File: config.mk
export PLATFORM = sky130hd
export DESIGN_NAME = uart_rx
export DESIGN_NICKNAME = d
export VERILOG_FILES = /design/src/rtl/uart_rx.sv
export SDC_FILE = /design/constraint.sdc
export NUM_CORES = 1
export LEC_CHECK = 0
export CAP_MARGIN = 20
export CORE_AREA = 2 2 55 57
export CTS_BUF_LIST = sky130_fd_sc_hd__clkbuf_4
export DETAILED_ROUTE_END_ITERATION = 8
export DIE_AREA = 0 0 57 59
export GPL_TIMING_DRIVEN = 1
export HOLD_SLACK_MARGIN = 0.06
export MAX_ROUTING_LAYER = met4
export PLACE_DENSITY = 0.89
export SYNTH_ARGS = -nofsm -noshare
export SYNTH_HDL_FRONTEND = slang
export SYNTH_SLANG_ARGS = --single-unit
File: constraint.sdc
create_clock -name clock -period 3 [get_ports clock]
set_input_delay 0.45 -clock clock [delete_from_list [all_inputs] [get_ports clock]]
set_output_delay 0.45 -clock clock [all_outputs]
set_load 0.02 [all_outputs]
File: src/rtl/uart_rx.sv
// UART receive stage: 8 data bits LSB first, even parity, one stop bit,
// mid-bit sampling at BR_clock_cycles clocks per bit, one-cycle rx_valid strobe.
module uart_rx #(
  parameter int BR_count_width  = 5,
  parameter int BR_clock_cycles = 20
) (
  input  logic       clock,
  input  logic       reset,
  input  logic       rx,
  output logic [7:0] data_out,
  output logic       rx_valid,
  output logic       parity_err,
  output logic       frame_err,
  output logic       busy
);

  localparam logic [2:0] S_IDLE   = 3'd0;
  localparam logic [2:0] S_START  = 3'd1;
  localparam logic [2:0] S_DATA   = 3'd2;
  localparam logic [2:0] S_PARITY = 3'd3;
  localparam logic [2:0] S_STOP   = 3'd4;

  localparam logic [BR_count_width-1:0] HALF_M1  = BR_count_width'(BR_clock_cycles/2 - 1);
  localparam logic [BR_count_width-1:0] BIT_LAST = BR_count_width'(BR_clock_cycles - 1);

  logic                      r_s1;
  logic                      r_rx_s;
  logic [2:0]                r_state;
  logic [BR_count_width-1:0] r_cnt;
  logic [2:0]                r_bit_idx;
  logic                      r_armed;
  logic [7:0]                r_shift;
  logic                      r_pbit;
  logic [7:0]                r_data;
  logic                      r_valid;
  logic                      r_perr;
  logic                      r_ferr;

  logic w_wrap;
  logic w_mid;

  assign w_wrap = (r_cnt == BIT_LAST);
  assign w_mid  = (r_cnt == HALF_M1);

  always_ff @(posedge clock) begin
    if (reset) begin
      r_s1      <= 1'b1;
      r_rx_s    <= 1'b1;
      r_state   <= S_IDLE;
      r_cnt     <= '0;
      r_bit_idx <= 3'd0;
      r_armed   <= 1'b1;
      r_shift   <= 8'h00;
      r_pbit    <= 1'b0;
      r_data    <= 8'h00;
      r_valid   <= 1'b0;
      r_perr    <= 1'b0;
      r_ferr    <= 1'b0;
    end else begin
      r_s1    <= rx;
      r_rx_s  <= r_s1;
      r_valid <= 1'b0;
      case (r_state)
        S_IDLE: begin
          r_cnt <= '0;
          // armed is cleared by a bad stop bit so a held-low break cannot retrigger
          if (r_armed && !r_rx_s) begin
            r_state <= S_START;
          end else if (!r_armed && r_rx_s) begin
            r_armed <= 1'b1;
          end
        end
        S_START: begin
          if (w_mid) begin
            r_cnt <= '0;
            if (!r_rx_s) begin
              r_state   <= S_DATA;
              r_bit_idx <= 3'd0;
            end else begin
              r_state <= S_IDLE;
            end
          end else begin
            r_cnt <= r_cnt + 1'b1;
          end
        end
        S_DATA: begin
          if (w_wrap) begin
            r_cnt              <= '0;
            r_shift[r_bit_idx] <= r_rx_s;
            r_bit_idx          <= r_bit_idx + 1'b1;
            if (r_bit_idx == 3'd7) r_state <= S_PARITY;
          end else begin
            r_cnt <= r_cnt + 1'b1;
          end
        end
        S_PARITY: begin
          if (w_wrap) begin
            r_cnt   <= '0;
            r_pbit  <= r_rx_s;
            r_state <= S_STOP;
          end else begin
            r_cnt <= r_cnt + 1'b1;
          end
        end
        S_STOP: begin
          if (w_wrap) begin
            // commit lands mid-stop-bit so back-to-back start edges are caught
            r_cnt   <= '0;
            r_data  <= r_shift;
            r_perr  <= (^r_shift) ^ r_pbit;
            r_ferr  <= ~r_rx_s;
            r_valid <= 1'b1;
            r_armed <= r_rx_s;
            r_state <= S_IDLE;
          end else begin
            r_cnt <= r_cnt + 1'b1;
          end
        end
        default: begin
          r_cnt   <= '0;
          r_state <= S_IDLE;
        end
      endcase
    end
  end

  assign data_out   = r_data;
  assign rx_valid   = r_valid;
  assign parity_err = r_perr;
  assign frame_err  = r_ferr;
  assign busy       = (r_state != S_IDLE);

endmodule

==> flow_summary_export.csv <==
group,metric,value,unit
power,powerDensity,491,nW/um^2
setup_path,slowest_delay,0.55,ns
route,num_vias,1190,
route,dr.pass1.iters,4,
logic_synthesis,syn_inst,161,
clock_tree,postCtsSetupBuffers,0,
placement,gp_congestion,0.899,
logic_synthesis,syn-num-nets,168,
clock_tree,clk_latency,0.35,ns
floorplanning,die_h,59,um
setup_path,critPathSlowestCell,"clkdlybuf4s50_1",
logic_synthesis,ys_seq_area_frac,0.431,
finish,n_antenna_cell,0,
clock_tree,cts_hold_buf,0,
finish,nFillCells,205,
setup_path,worstSetupEndpointType,"output port",
route,drt_iter0_markers,18,
worst_hold_path,min_path_cells,1,
clock_tree,clock-sinks,34,
worst_hold_path,min_to,"r_rx_s",
timing,slew_headroom,0.676,
power,peakVddDrop,0.000516,V
logic_synthesis,async_reset_ff_frac,0,
global_route,antenna_found_initial,0,
floorplanning,core_area,2710,sq um
floorplanning,io_pins,15,
timing,rsz0062_at_grt,"no",
timing,hold_viol,0,
setup_path,r2r-start,"r_cnt[0]",
route,routedWlPerCell,14.5,um
clock_tree,clk_pin_slew,0.11,ns
placement,numPortBuffers,14,
clock_tree,htreeDepth,2,
logic_synthesis,netlist_area,1580,sq um
timing,worst_pin_slew,0.485,ns
run,drv_cap,0,
global_route,grt_use_total,0.205,
clock_tree,postCtsResizedCells,0,
route,wl,2950,um
timing,tns,0,ns
global_route,grt_pass1_wl,5090,um
setup_path,required,2.55,ns
setup_path,critPathMaxFanout,9,
finish,drive_above_1_share,0.110,
logic_synthesis,ys.flop_type,"dfxtp_1",
logic_synthesis,ys_types,39,
floorplanning,rows,19,
timing,slew_viol_final,0,
logic_synthesis,yosys_register_bits,34,
floorplanning,start_util,0.582,
clock_tree,cts-buffers-inserted,5,
setup_path,cp-start-kind,"register",
setup_path,critPathKind,"register to output port",
timing,clock.fmax,448,MHz
finish,final_cell_mix,"dfxtp_1, nor2_1, mux2i_1, clkdlybuf4s50_1, nor3_1",
finish,final_cell_area,1810,sq um
logic_synthesis,synth_warnings,0,
setup_path,critPathArrivalTime,1.78,ns
finish,area_growth,14.7,%
floorplanning,dieArea,3360,sq um
logic_synthesis,synth_area_per_cell,9.80,sq um
setup_path,rr_worst_depth,4,
clock_tree,cts_root_buffer,"clkbuf_4",
placement,place_hpwl,2120,um
route,drc,0,
outcome,status,"completed",
logic_synthesis,synth_enable_flop_cells,0,
floorplanning,fp.dieW,57,um
global_route,overflow,0,
worst_hold_path,min_from,"r_s1",
power,p_leak,0.000736,uW
finish,fin_nets,179,
timing,setup_viol,0,
setup_path,r2r_slack,1.04,ns
finish,final_common_cell,"dfxtp_1",
route,drtAntennaViolNets,0,
timing,fin_skew,0.0124,ns
placement,place_area,1710,sq um
setup_path,r2r_end,"r_armed",
route,via_per_inst,5.83,
setup_path,cp_cell_sequence,"nor2_2, nand2_1, clkdlybuf4s50_1",
global_route,grt_max_degree,21,
worst_hold_path,min_path_type,"register to register",
timing,period_minus_slack,2.23,ns
global_route,grt_pass1_vias,1163,
clock_tree,clockBufferDepth,2,
clock_tree,cts_tree,"done",
timing,fin_crit_sh,0.743,
==> power by group <==
group	total [uW]	switching [uW]	internal [uW]
Sequential	458	4.68	453
Combinational	23.3	13.9	9.40
Clock	407	151	257
==> sequential cells by signal, indices dropped and copies added (netlist names), 3 cells and up <==
name       flops
data_out       8
r_bit_idx      3
r_cnt          5
r_shift        8
r_state        3
==> stage by stage <==
stage | total power, uW | utilization | std cells | hold WS, ns | setup slack, ns
after floorplan | 485 | - | 161 | 0.389 | 1.39
after global routing | 920 | 0.668 | 204 | 0.460 | 0.685
after detailed placement | 491 | 0.630 | 196 | 0.401 | 1.07
after CTS | 897 | 0.668 | 204 | 0.436 | 0.770
after global placement | 490 | 0.630 | 196 | 0.397 | 1.16
final | 889 | 0.668 | 204 | 0.440 | 0.770
==> cell type report <==
type,instances,area (sq um),share of cell area
clock buffers,5,37.5,0.0207
repair buffers,15,148,0.0816
multi-input cells,114,833,0.461
clock inverters,3,63.8,0.0353
flip-flops and latches,34,681,0.376
well taps,31,38.8,0.0214
inverters,2,7.51,0.00415
==> synthesized netlist by cell type, types with 2 or more instances <==
| master | n | area share |
|---|---|---|
| dfxtp_1 | 34 | 0.43 |
| xor2_1 | 3 | 0.017 |
| nand2_1 | 6 | 0.014 |
| mux2i_1 | 18 | 0.11 |
| ha_1 | 4 | 0.032 |
| nand3b_1 | 3 | 0.014 |
| a22oi_1 | 2 | 0.0095 |
| a21oi_1 | 5 | 0.016 |
| nor3b_2 | 2 | 0.016 |
| or2_2 | 2 | 0.0079 |
| xnor2_1 | 6 | 0.033 |
| o21ai_0 | 4 | 0.013 |
| clkbuf_1 | 6 | 0.014 |
| nand3_1 | 6 | 0.019 |
| buf_2 | 3 | 0.0095 |
| nor3_1 | 7 | 0.022 |
| nor2_1 | 28 | 0.067 |
==> critical path, delay by kind of cell (launching register included) <==
kind	cells	cell delay, ns
buf+inv	1	0.55
simple gates	2	0.46
flops	1	0.42
==> logic make-up (layout without fill, tap and decap cells) <==
logic type	after synthesis	in the layout	synth area share
compound gates	17	17	0.0674
xor+xnor	10	10	0.0642
fa+ha+maj	4	4	0.0317
buf+inv	13	25	0.0404
flops	34	34	0.431
mux	18	18	0.114
simple gates	65	65	0.251
==> routing by layer <==
metal,GRT usage,vias to the layer above,routed length [um]
met1,0.223,576,1200
met5,-,-,0
met2,0.348,27,1550
met4,0.0963,0,68
li1,-,579,-
met3,0.0590,8,133
==> worst max-delay path by stage <==
| stage | start | to | slack, ns | depth (start not counted) |
|---|---|---|---|---|
| after global placement | r_cnt[0] | r_armed | 1.16 | 4 |
| after floorplan | r_cnt[0] | r_shift[5] | 1.39 | 6 |
| after global routing | r_state[1] | busy | 0.69 | 3 |
| after detailed placement | r_cnt[0] | r_armed | 1.07 | 4 |
| final | r_state[0] | busy | 0.77 | 3 |
| after CTS | r_state[0] | busy | 0.77 | 3 |
No activity file was read; power rests on OpenSTA's default activity.
